<file path="src/rtl/rr_arb_mux.sv">
// -----------------------------------------------------------------------------
// rr_arb_mux
// N-input arbiter/multiplexer feeding a single registered output slot.
// Each cycle in which the output slot can take a word, one valid channel is
// granted. The pick is either fixed priority (lowest index) or round-robin
// from a rotating pointer. The granted word appears on the output one cycle
// later.
//
// Ports
//   clk        : sole clock, rising edge
//   rst_n      : synchronous active-low reset
//   mode       : 0 = fixed priority, 1 = round-robin
//   in_data    : N packed channels, channel i at [i*WIDTH +: WIDTH]
//   in_valid   : per-channel word present
//   in_ready   : per-channel grant (combinational), word taken this cycle
//   out_data   : registered selected word
//   out_src    : registered index of the supplying channel
//   out_valid  : registered, output slot holds a word
//   out_ready  : downstream consumes the output word this cycle
// -----------------------------------------------------------------------------
module rr_arb_mux #(
    parameter int WIDTH = 32,
    parameter int N     = 4,
    parameter int SW    = $clog2(N)
) (
    input  logic               clk,
    input  logic               rst_n,
    input  logic               mode,
    input  logic [N*WIDTH-1:0] in_data,
    input  logic [N-1:0]       in_valid,
    output logic [N-1:0]       in_ready,
    output logic [WIDTH-1:0]   out_data,
    output logic [SW-1:0]      out_src,
    output logic               out_valid,
    input  logic               out_ready
);

    localparam logic [SW-1:0] LAST_IDX = SW'(N - 1);

    // Returns {found, index} of the lowest set bit of vec.
    function automatic logic [SW:0] f_pick_lowest(input logic [N-1:0] vec);
        logic [SW:0] res;
        res = '0;
        // Descending scan so the lowest set bit is written last and wins.
        for (int i = N - 1; i >= 0; i--) begin
            if (vec[i]) begin
                res = {1'b1, SW'(i)};
            end else begin
                res = res;
            end
        end
        return res;
    endfunction

    logic [WIDTH-1:0] r_out_data;
    logic [SW-1:0]    r_out_src;
    logic             r_out_valid;
    logic [SW-1:0]    r_ptr;

    logic             w_accept;
    logic             w_arb_en;
    logic [N-1:0]     w_rr_mask;
    logic [SW:0]      w_pick_hi;
    logic [SW:0]      w_pick_all;
    logic             w_xfer;
    logic [SW-1:0]    w_gidx;
    logic [N-1:0]     w_grant;
    logic [WIDTH-1:0] w_sel_data;

    // Output slot can take a word when empty or being drained; never in reset.
    assign w_accept = !r_out_valid || out_ready;
    assign w_arb_en = rst_n && w_accept;

    // Round-robin: channels at or above ptr form the first search window.
    // In fixed-priority mode the window is all channels, so the upper pick
    // is simply the lowest valid index.
    always_comb begin
        w_rr_mask = '0;
        for (int i = 0; i < N; i++) begin
            if (mode) begin
                w_rr_mask[i] = (SW'(i) >= r_ptr);
            end else begin
                w_rr_mask[i] = 1'b1;
            end
        end
    end

    assign w_pick_hi  = f_pick_lowest(in_valid & w_rr_mask);
    assign w_pick_all = f_pick_lowest(in_valid);

    // Choose the windowed pick if any, else wrap around to the lowest valid.
    always_comb begin
        w_xfer = 1'b0;
        w_gidx = '0;
        if (!w_arb_en) begin
            w_xfer = 1'b0;
            w_gidx = '0;
        end else if (w_pick_hi[SW]) begin
            w_xfer = 1'b1;
            w_gidx = w_pick_hi[SW-1:0];
        end else if (w_pick_all[SW]) begin
            w_xfer = 1'b1;
            w_gidx = w_pick_all[SW-1:0];
        end else begin
            w_xfer = 1'b0;
            w_gidx = '0;
        end
    end

    assign w_grant    = w_xfer ? (N'(1) << w_gidx) : '0;
    assign w_sel_data = in_data[w_gidx*WIDTH +: WIDTH];
    assign in_ready   = w_grant;

    // Output slot and round-robin pointer.
    always_ff @(posedge clk) begin
        if (!rst_n) begin
            r_out_data  <= '0;
            r_out_src   <= '0;
            r_out_valid <= 1'b0;
            r_ptr       <= '0;
        end else if (w_xfer) begin
            r_out_data  <= w_sel_data;
            r_out_src   <= w_gidx;
            r_out_valid <= 1'b1;
            if (mode) begin
                r_ptr <= (w_gidx == LAST_IDX) ? '0 : w_gidx + SW'(1);
            end else begin
                r_ptr <= r_ptr;
            end
        end else if (w_accept) begin
            // Drained with nothing to replace it: data/src keep last values.
            r_out_valid <= 1'b0;
        end else begin
            r_out_valid <= r_out_valid;
        end
    end

    assign out_data  = r_out_data;
    assign out_src   = r_out_src;
    assign out_valid = r_out_valid;

endmodule

</file>
<file path="config.mk">
export PLATFORM = sky130hd
export DESIGN_NAME = rr_arb_mux
export DESIGN_NICKNAME = d
export VERILOG_FILES = /design/src/rtl/rr_arb_mux.sv
export SDC_FILE = /design/constraint.sdc
export NUM_CORES = 1
export LEC_CHECK = 0
export CORE_ASPECT_RATIO = 1.75
export CORE_MARGIN = 5
export CORE_UTILIZATION = 39
export DETAILED_ROUTE_END_ITERATION = 10
export GPL_TIMING_DRIVEN = 0
export MAX_ROUTING_LAYER = met4
export PLACE_DENSITY = 0.87
export SYNTH_ARGS = -nofsm -noshare
export SYNTH_HDL_FRONTEND = slang
export SYNTH_SLANG_ARGS = --single-unit
</file>
<file path="constraint.sdc">
create_clock -name clk -period 7.5 [get_ports clk]
set_input_delay 1.5 -clock clk [delete_from_list [all_inputs] [get_ports clk]]
set_output_delay 1.5 -clock clk [all_outputs]
set_load 0.05 [all_outputs]
</file>
After elaboration in Yosys (flattened, before gate mapping)
Index checks and enable logic that the tools add are counted.
{ "classes": {"addsub": 1, "n_lt_le_gt_ge": 4, "eq_ne": 1, "shifts": 2, "n_mux": 22, "bitwise": 1, "reduce_logical": 5} }
{ "op_table": {"columns": ["operator", "n"], "rows": [
  ["$shiftx A128 B8 Y32", 1],
  ["$mux W3", 8],
  ["$mux W1", 9],
  ["$mux W2", 4],
  ["$and A4 B4 Y4", 1],
  ["$ge A1 B2 Y1 const A", 2],
  ["$ge A2 B2 Y1 const A", 2],
  ["$mux W4", 1],
  ["$shl A1 B2 Y4 const A", 1],
  ["$add A2 B1 Y2 const B", 1],
  ["$eq A2 B2 Y1 const B", 1],
  ["$reduce_and A2 Y1", 1],
  ["$reduce_bool A2 Y1", 1],
  ["$logic_and A1 B1 Y1", 1],
  ["$logic_not A1 Y1", 1],
  ["$logic_or A1 B1 Y1", 1]
]} }
{ "word_totals": {"register_bits": 37, "in_bits": 136, "out_inout_bits": 39, "word_cells": 40} }

Logic depth before layout (Yosys ltp)
Gate-level depths: netlist of run 1.
{ "depth": {"word_depth": 11, "mapped_depth": 11, "mapped_depth_nobuf": 7} }

Worst setup path before layout of run 1
Ideal clock, no wire load.
{ "synth_timing": {"kind": "input to output", "startpoint": "input mode", "endpoint": "output in_ready[3]", "arrival_time_ns": 3.346, "required_time_ns": 6.000, "slack_ns": 2.654, "stages": 10, "path_buffers": 4, "path_cell_list": "buf_4 -> nand2_1 -> o211ai_1 -> or3b_1 -> clkbuf_1 -> inv_2 -> buf_2 -> buf_2 -> ha_1 -> and2_1"} }
{ "synth_via": {"elab_chain_cells": 10, "elab_cells_between_ends": 15, "classes_between": "shift (1); mux (13); bitwise (1)"} }
{ "synth_lines": {"columns": ["element", "line_no", "rtl"], "rows": [
  ["start: declaration", "28", "input logic mode,"],
  ["$mux W1", "80", "if (mode) begin"],
  ["$and A4 B4 Y4 *", "88", "assign w_pick_hi = f_pick_lowest(in_valid & w_rr_mask);"],
  ["$mux W3 (3 in a row)", "46", "if (vec[i]) begin"],
  ["$mux W3 *", "46", null],
  ["$mux W2 *", "98", "end else if (w_pick_hi[SW]) begin"],
  ["$mux W2 *", "95", "if (!w_arb_en) begin"],
  ["net w_gidx[1]", "66", "logic [SW-1:0] w_gidx;"],
  ["$shl A1 B2 Y4 *", "110", "assign w_grant = w_xfer ? (N'(1) << w_gidx) : '0;"],
  ["$mux W4 *", "110", null],
  ["end: declaration", "31", "output logic [N-1:0] in_ready,"]
]} }
The timed path passes the listed nets; every way through them passes the cells marked *.

Worst setup path in the final report of run 1
{ "layout_timing": {"startpoint": "input in_valid[0]", "endpoint": "output in_ready[3]"} }
{ "layout_via": {"elab_chain_cells": 6, "elab_cells_between_ends": 11, "classes_between": "shift (1); mux (9); bitwise (1)"} }
{ "layout_lines": {"columns": ["element", "line_no", "rtl"], "rows": [
  ["start: declaration", "30", "input logic [N-1:0] in_valid,"],
  ["$mux W3 / $and A4 B4 Y4 (equally long branches)", "46, 88", null],
  ["$mux W2 / $mux W3 (equally long branches)", "101, 46", null],
  ["$mux W2 *", "98", null],
  ["$mux W2 *", "95", null],
  ["net w_gidx[1]", "66", null],
  ["$shl A1 B2 Y4 *", "110", null],
  ["$mux W4 *", "110", null]
]} }
Marks and branches as above.

==> results of run 1 <==
## layout make-up
| cell class | instances | share of cell area [%] |
|---|---|---|
| well taps | 82 | 2.233 |
| inverters | 3 | 0.2996 |
| clock buffers | 7 | 3.105 |
| plain buffers | 30 | 3.023 |
| repair buffers | 173 | 37.69 |
| flip-flops and latches | 37 | 16.12 |
| clock inverters | 1 | 0.6536 |
| multi-input cells | 268 | 36.87 |
## cell usage after synthesis, drive strengths merged, types with 2 or more instances
| cell | instances | share of area, % |
|---|---|---|
| and3 | 28 | 6.8 |
| o21a | 5 | 1.5 |
| nor2 | 4 | 1.2 |
| a21oi | 23 | 4.4 |
| o21ai | 13 | 2.5 |
| o31ai | 13 | 3.8 |
| a21boi | 2 | 1.0 |
| a21o | 2 | 0.58 |
| a221o | 7 | 3.1 |
| inv | 3 | 0.53 |
| and2 | 8 | 1.9 |
| ha | 4 | 1.9 |
| dfxtp | 37 | 29 |
| mux2i | 12 | 4.6 |
| mux2 | 4 | 1.9 |
| clkbuf | 20 | 2.9 |
| buf | 10 | 2.5 |
| a21bo | 7 | 2.7 |
| a221oi | 7 | 2.6 |
| nand2 | 74 | 11 |
| o211a | 11 | 4.3 |
| nand3 | 29 | 5.8 |
| nand4 | 7 | 1.7 |
## registers in the layout (all words and copies together), names as in the netlist
signal	cells
out_data	32
out_src	2
r_ptr	2
out_valid	1
## power by group through the flow
stage / clock network [W] / logic [W] / registers, W
after global routing: 0.000259 / 0.000311 / 0.000232
after detailed placement: 0 / 0.000294 / 0.000233
final: 0.000246 / 0.000295 / 0.000229
after floorplan: 0 / 0.0000853 / 0.000302
after global placement: 0 / 0.000290 / 0.000232
after CTS: 0.000251 / 0.000296 / 0.000229
## metal layers
metal / part of all wire, % / track usage, % / vias up
li1: - / - / 1597
met1: 35 / 24.54 / 1507
met2: 55 / 46.60 / 142
met3: 5.9 / 4.359 / 32
met4: 4.0 / 12.47 / 0
met5: 0 / - / -
## through the flow
step | util [%] | hold WS (ns) | total power [W] | instance area, um^2
after global placement | 68.13 | 0.4531 | 0.0005221 | 4422
after global routing | 70.79 | 0.4957 | 0.0008019 | 4594
after floorplan | - | 0.4907 | 0.0003878 | 2587
after CTS | 70.79 | 0.4661 | 0.0007757 | 4594
after detailed placement | 68.13 | 0.4605 | 0.0005275 | 4422
final | 70.79 | 0.4620 | 0.0007699 | 4594
## worst min-delay path: cells and delay by family (launching register included)
family	cells	cell delay, ns
and+or+nand+nor	1	0.06
DFF	1	0.31
AOI/OAI and AO/OA	1	0.05
## worst paths after layout
check,from,end,cells after the start
worst max-delay path,in_valid[0],in_ready[3],11
worst min-delay path,out_data[10],out_data[10],2
worst max register to register,r_ptr[1],r_ptr[1],10
worst min register to register,out_data[10],out_data[10],2
## cells by family after synthesis
kind of cell | share of synthesized area [%]
buffers and inverters | 5.899
DFF | 28.63
muxes | 6.528
adders and majority gates | 1.934
and+or+nand+nor | 29.26
AOI/OAI and AO/OA | 27.76
==> results.ini, run 1 <==
[global_route]
antenna_found_initial = 0
grt_max_degree = 12
grt_overflow = 0
track_usage_pct = 25.32
grt_pass1_vias = 3445
grt_first_pass_wirelength_um = 16680

[finish]
multiInputGateArea_um2 = 1694
layoutNonFillerInstCount = 601
area_growth_pct = 77.56
n_antenna_cell = 0
fin_nets = 658
drive_gt1_share_pct = 6.551
fillers = 546
layout_commonest_cell = clkdlybuf4s50_1
final_cell_mix = clkdlybuf4s50_1 (173), nand2_1 (74), dfxtp_1 (37)
seqCellArea_um2 = 740.7

[placed_design]
dp_hpwl_um = 8724
place_ws_ns = 1.280
port_buffers = 173
gp_congestion = 0.8535
placed_cells = 593

[worst_setup_path]
cp_slowest_cell = clkdlybuf4s50_1
required_ns = 6.00
critical_path.cell_chain = clkdlybuf4s50_1 -> or2_1 -> o211ai_1 -> or3b_1 -> clkbuf_1 -> inv_2 -> buf_2 -> buf_2 -> ha_1 -> and2_1 -> clkdlybuf4s50_1
worstSetupPathType = primary input to output port
ff2ff_setup_slack_ns = 5.06
cpPeakStageDelay_ns = 0.81
critPathLaunchType = primary input
crit_path_end_kind = output port
cp_max_fo = 11
worst-endpoint-arrival_ns = 4.76
worstPathBufferInverterCount = 6
path_delay_family = buffers and inverters

[sta]
fin_crit_sh_pct = 83.52
max_freq_mhz = 159.6
slew_viol_final = 0
min_period_ns = 6.264
setup_tns_ns = 0
worst_pin_slew_ns = 0.7059
hold_viol_final = 0
skew_ns = 0.004519
rsz0062_at_grt = no
layout_setup_ws_ns = 1.236
slew_headroom_pct = 52.94
setup_viol = 0

[route]
drt.antenna.violating_nets = 0
remaining_drc_errors = 0
first_pass_iters = 4
drt_iter0_drc = 310
wl_per_cell_um = 17.68
num_vias = 3278
drt_wl_total_um = 10630
vias_per_cell = 5.454

[power]
switchingPower_w = 0.0002474
vdd_ir_drop_max_mv = 0.1387
combPwrFrac_pct = 38.3
power.density_nw_per_um2 = 167.6
p_sw_share_pct = 32.14
leakage_nw = 1.908
clock_power_share_pct = 31.9
internal-power_w = 0.0005225
seq_power_share_pct = 29.8

[clock_network]
clock-sinks = 37
cts_setup_buffers = 0
cts_tree = built
root_buffer = clkbuf_16
cts_resized = 0
hold_buffers = 0
cts_buffers = 5
cts_buffer_depth = 2
clk_pin_slew_ns = 0.06
clkLatencyLatePin_ns = 0.28
h-tree-depth = 2

[floorplanning]
start_util_pct = 39.87
coreArea_um2 = 6490
ioPinCount = 175
die-area_um2 = 8427
dieWidth_um = 71.57
rows = 39
die_h_um = 117.8

[synth]
synth_area_um2 = 2587
async_reset_ff_share_pct = 0
synth_edf_count = 0
ys_seq_elements = 37
ys_seq_area_share_pct = 28.63
syn_nets = 478
yosys_warnings = 0
syn_area_per_cell_um2 = 7.655
ys.flop_type = dfxtp_1
postSynthCellCount = 338
synth.distinct_cells = 45

[flow_run]
maxCapViolCount = 0

[hold_path]
min_path_type = flop to flop

[outcome]
status = completed

(Power assumes the default switching activity.)
==> inputs of run 2 (changes only) <==
--- a/config.mk
+++ b/config.mk
@@ -7,11 +7,11 @@
 export LEC_CHECK = 0
 export CORE_ASPECT_RATIO = 1.75
 export CORE_MARGIN = 5
-export CORE_UTILIZATION = 39
+export CORE_UTILIZATION = 36
 export DETAILED_ROUTE_END_ITERATION = 10
 export GPL_TIMING_DRIVEN = 0
 export MAX_ROUTING_LAYER = met4
-export PLACE_DENSITY = 0.87
+export PLACE_DENSITY = 0.81
 export SYNTH_ARGS = -nofsm -noshare
 export SYNTH_HDL_FRONTEND = slang
 export SYNTH_SLANG_ARGS = --single-unit
==> constraint.sdc (replaced) <==
create_clock -name clk -period 6.4 [get_ports clk]
set_input_delay 1.28 -clock clk [delete_from_list [all_inputs] [get_ports clk]]
set_output_delay 1.28 -clock clk [all_outputs]
set_load 0.05 [all_outputs]
==> results.ini, run 2 (same netlist as run 1, synthesis figures left out) <==
[clock_network]
clock-sinks = 37
h-tree-depth = 2
cts_resized = 0
hold_buffers = 0
root_buffer = clkbuf_16
clkLatencyLatePin_ns = 0.28
cts_buffer_depth = 2
cts_tree = built
clk_pin_slew_ns = 0.06
cts_buffers = 5
cts_setup_buffers = 0

[power]
clock_power_share_pct = 31.2
vdd_ir_drop_max_mv = 0.1079
internal-power_w = 0.0006021
seq_power_share_pct = 29.9
p_total_w = 0.0008946
switchingPower_w = 0.0002925
combPwrFrac_pct = 38.8
power.density_nw_per_um2 = 194.7
leakage_nw = 1.905
p_sw_share_pct = 32.69

[finish]
final_cell_mix = clkdlybuf4s50_1 (173), nand2_1 (74), dfxtp_1 (37)
largest_reg_flops = 32
drive_gt1_share_pct = 6.551
layout_commonest_cell = clkdlybuf4s50_1
fin_nets = 658
layoutNonFillerInstCount = 605
area_growth_pct = 77.56
n_antenna_cell = 0
fin_area_um2 = 4594

[route]
vias_per_cell = 5.400
num_vias = 3267
drt_iter0_drc = 197
drt.antenna.violating_nets = 0
wl_per_cell_um = 17.92
drt_wl_total_um = 10840
remaining_drc_errors = 0
first_pass_iters = 4

[floorplanning]
ioPinCount = 175
dieWidth_um = 74.09
coreArea_um2 = 7131
die_h_um = 122.2
start_util_pct = 36.29
die-area_um2 = 9049
rows = 41

[hold_path]
min_path_type = flop to flop

[global_route]
grt_pass1_vias = 3340
met1_usage_pct = 23.55
grt_overflow = 0
busiest_layer = met2
use_met2_pct = 46.33
track_usage_pct = 24.20
grt_first_pass_wirelength_um = 16390
antenna_found_initial = 0
grt_max_degree = 13
grt.met3_usage_pct = 2.808

[worst_setup_path]
r2r_end = r_ptr[1]
path_delay_family = buffers and inverters
critical_path.cell_chain = clkdlybuf4s50_1 -> or2_1 -> o211ai_1 -> or3b_1 -> clkbuf_1 -> inv_2 -> buf_2 -> buf_2 -> ha_1 -> and2_1 -> clkdlybuf4s50_1
r2r_start = r_ptr[0]
cp.depth = 11
reg2reg_depth = 7
cp-endpoint = in_ready[3]
required_ns = 5.12
crit_path_end_kind = output port
cpPeakStageDelay_ns = 0.82
worstSetupPathType = primary input to output port
worstPathBufferInverterCount = 6
cp_slowest_cell = clkdlybuf4s50_1
cp_max_fo = 11
critPathLaunchType = primary input
critPathLaunch = in_valid[1]
worst-endpoint-arrival_ns = 4.50
ff2ff_setup_slack_ns = 3.96

[sta]
slew_headroom_pct = 51.62
setup_viol = 0
layout_setup_ws_ns = 0.6161
worst_pin_slew_ns = 0.7257
hold_viol_final = 0
slew_viol_final = 0
min_period_ns = 5.784
fin_crit_sh_pct = 90.37
skew_ns = 0.007527
rsz0062_at_grt = no
max_freq_mhz = 172.9
setup_tns_ns = 0

[placed_design]
dpl_cell_area_um2 = 4427
gp_congestion = 0.8946
placed_cells = 597
place_ws_ns = 0.6442
port_buffers = 173
dp_hpwl_um = 8863

[flow_run]
maxCapViolCount = 0

[outcome]
status = completed

run 2: cell count changes in the layout (fill, tap and decap cells not counted), sizes merged:
cell / change
clkbuf: -1
clkinv: +1
run 2: per-stage QoR:
stage | utilization [%] | hold slack, ns
floorplan | - | 0.4907
global placement | 62.08 | 0.4540
detailed placement | 62.08 | 0.4577
CTS | 64.43 | 0.4661
global route | 64.43 | 0.4920
finish | 64.43 | 0.4619
run 2: layout make-up:
type | count | area (um^2)
Multi-Input combinational cell | 268 | 1694
Timing Repair Buffer | 173 | 1732
Clock buffer | 6 | 128.9
Inverter | 3 | 13.76
Sequential cell | 37 | 740.7
Buffer | 30 | 138.9
Clock inverter | 2 | 38.79
Fill cell | 649 | 2536
Tap cell | 86 | 107.6
run 2: metal layers:
| metal | routed length [um] | part of all wire, % |
|---|---|---|
| met5 | 0 | 0 |
| met4 | 381 | 3.5 |
| met2 | 6072 | 56 |
| met1 | 3757 | 35 |
| met3 | 628 | 5.8 |
run 2: worst min path at each step:
stage / end / cells past startpoint / start
6_report: out_data[25] / 2 / out_data[25]
4_1_cts: out_data[8] / 2 / out_data[8]
5_1_grt: out_src[0] / 2 / out_src[0]
3_5_place_dp: out_data[25] / 2 / out_data[25]
3_3_place_gp: out_data[10] / 2 / out_data[10]
2_1_floorplan: r_ptr[0] / 2 / r_ptr[0]
run 2: power groups by stage:
stage	combinational, W	sequential, W	clock [W]
after floorplan	0.000100	0.000354	0
after global placement	0.000342	0.000271	0
after detailed placement	0.000346	0.000273	0
after CTS	0.000348	0.000268	0.000284
after global routing	0.000366	0.000271	0.000295
final	0.000347	0.000268	0.000279
run 2: tightest hold or removal path, stage by stage (launching register included):
cell,delay (ns)
dfxtp_1,0.30
nand3_1,0.06
o31ai_1,0.06
==> inputs of run 3 (changes only) <==
--- a/config.mk
+++ b/config.mk
@@ -6,7 +6,6 @@
 export NUM_CORES = 1
 export LEC_CHECK = 0
 export CORE_ASPECT_RATIO = 1.75
-export CORE_MARGIN = 5
 export CORE_UTILIZATION = 36
 export DETAILED_ROUTE_END_ITERATION = 10
 export GPL_TIMING_DRIVEN = 0
==> results.ini, run 3 (same netlist as run 1, synthesis figures left out) <==
[outcome]
status = completed

[finish]
layout_commonest_cell = clkdlybuf4s50_1
largest_reg_flops = 32
drive_gt1_share_pct = 6.744
area_growth_pct = 77.08
final_cell_mix = clkdlybuf4s50_1 (173), nand2_1 (74), dfxtp_1 (37)
n_antenna_cell = 0
fin_nets = 658
postLayoutCoreUtil_pct = 66.34

[worst_setup_path]
reg2reg_depth = 10
critPathLaunch = in_valid[0]
crit_path_end_kind = output port
r2r_start = r_ptr[1]
cp_max_fo = 11
worstSetupPathType = primary input to output port
cp-endpoint = in_ready[3]
required_ns = 5.12
r2r_end = r_ptr[1]
worst-endpoint-arrival_ns = 4.55
ff2ff_setup_slack_ns = 3.94
critPathLaunchType = primary input

[sta]
rsz0062_at_grt = no
skew_ns = 0.001989
hold_viol_final = 0
slew_headroom_pct = 48.63
setup_tns_ns = 0
max_freq_mhz = 171.5
setup_viol = 0
fin_crit_sh_pct = 91.13
slew_viol_final = 0
worst_pin_slew_ns = 0.7706
min_period_ns = 5.832

[power]
vdd_ir_drop_max_mv = 0.1124
internal-power_w = 0.0005825
combPwrFrac_pct = 39.6
clock_power_share_pct = 29.7
p_total_w = 0.0008727
seq_power_share_pct = 30.7
p_sw_share_pct = 33.25
switchingPower_w = 0.0002902
leakage_nw = 1.904
power.density_nw_per_um2 = 190.5

[clock_network]
cts_buffers = 5
hold_buffers = 0
cts_setup_buffers = 0
clock-sinks = 37
cts_resized = 0
cts_buffer_depth = 2
clkLatencyLatePin_ns = 0.28
cts_tree = built
clk_pin_slew_ns = 0.06
h-tree-depth = 2
root_buffer = clkbuf_16

[route]
drt_wl_total_um = 9954
wl_per_cell_um = 16.51
vias_per_cell = 5.448
num_vias = 3285
first_pass_iters = 4
drt.antenna.violating_nets = 0
remaining_drc_errors = 0
drt_iter0_drc = 237

[flow_run]
maxCapViolCount = 0

[global_route]
antenna_found_initial = 0
grt_first_pass_wirelength_um = 15430
grt_pass1_vias = 3265
grt_max_degree = 12
grt_overflow = 0
track_usage_pct = 27.17

[floorplanning]
die-area_um2 = 7544
dieWidth_um = 66.09
coreArea_um2 = 6907
ioPinCount = 175
start_util_pct = 37.46
rows = 40
die_h_um = 114.2

[placed_design]
port_buffers = 173
dp_hpwl_um = 8051
gp_congestion = 0.9111

[hold_path]
hold_depth = 2
min_path_type = flop to flop

[run 3: cell count changes in the layout (fill, tap and decap cells not counted)]
cell,delta
clkbuf_8,+2
bufinv_16,-1
clkinv_4,-1
clkbuf_1,-1
clkinv_2,+1
[run 3: worst min path at each step]
stage	from	endpoint	slack, ns
after CTS	out_src[0]	out_src[0]	0.45
after floorplan	r_ptr[0]	r_ptr[0]	0.49
after global routing	out_src[0]	out_src[0]	0.46
after global placement	out_src[0]	out_src[0]	0.44
final	out_src[0]	out_src[0]	0.46
after detailed placement	out_src[0]	out_src[0]	0.45
[run 3: worst max-delay path: stages]
cell	delay [ns]
clkdlybuf4s50_1	0.53
or2_1	0.29
o211ai_1	0.11
or3b_1	0.40
clkbuf_1	0.17
inv_2	0.11
buf_2	0.23
buf_2	0.28
ha_1	0.19
and2_1	0.14
clkdlybuf4s50_1	0.80
[run 3: power by group through the flow]
stage               Sequential (W)  Combinational (W)  Clock, W
floorplan                 0.000354           0.000100         0
global placement          0.000271           0.000340         0
detailed placement        0.000273           0.000344         0
CTS                       0.000268           0.000345  0.000260
global route              0.000271           0.000365  0.000270
finish                    0.000268           0.000345  0.000259
[run 3: final cells by class]
type / instances / area [um^2]
plain buffers: 30 / 138.9
multi-input cells: 268 / 1694
well taps: 84 / 105.1
inverters: 3 / 13.76
fillers: 614 / 2325
clock inverters: 1 / 5.005
repair buffers: 173 / 1732
flip-flops and latches: 37 / 740.7
clock buffers: 7 / 152.6
[run 3: per-layer routing]
| metal | GRT usage, % | up-vias | share of wire [%] |
|---|---|---|---|
| li1 | - | 1590 | - |
| met3 | 2.789 | 31 | 4.5 |
| met2 | 50.27 | 142 | 55 |
| met5 | - | - | 0 |
| met1 | 28.07 | 1522 | 37 |
| met4 | 11.63 | 0 | 3.8 |
[run 3: stage by stage]
stage	instances	setup WS, ns	hold WS (ns)	area [um^2]
2_1_floorplan	338	1.994	0.4907	2587
3_3_place_gp	595	0.6446	0.4418	4424
3_5_place_dp	595	0.6110	0.4470	4424
4_1_cts	603	0.6045	0.4548	4582
5_1_grt	603	0.4048	0.4644	4582
6_report	603	0.5678	0.4559	4582
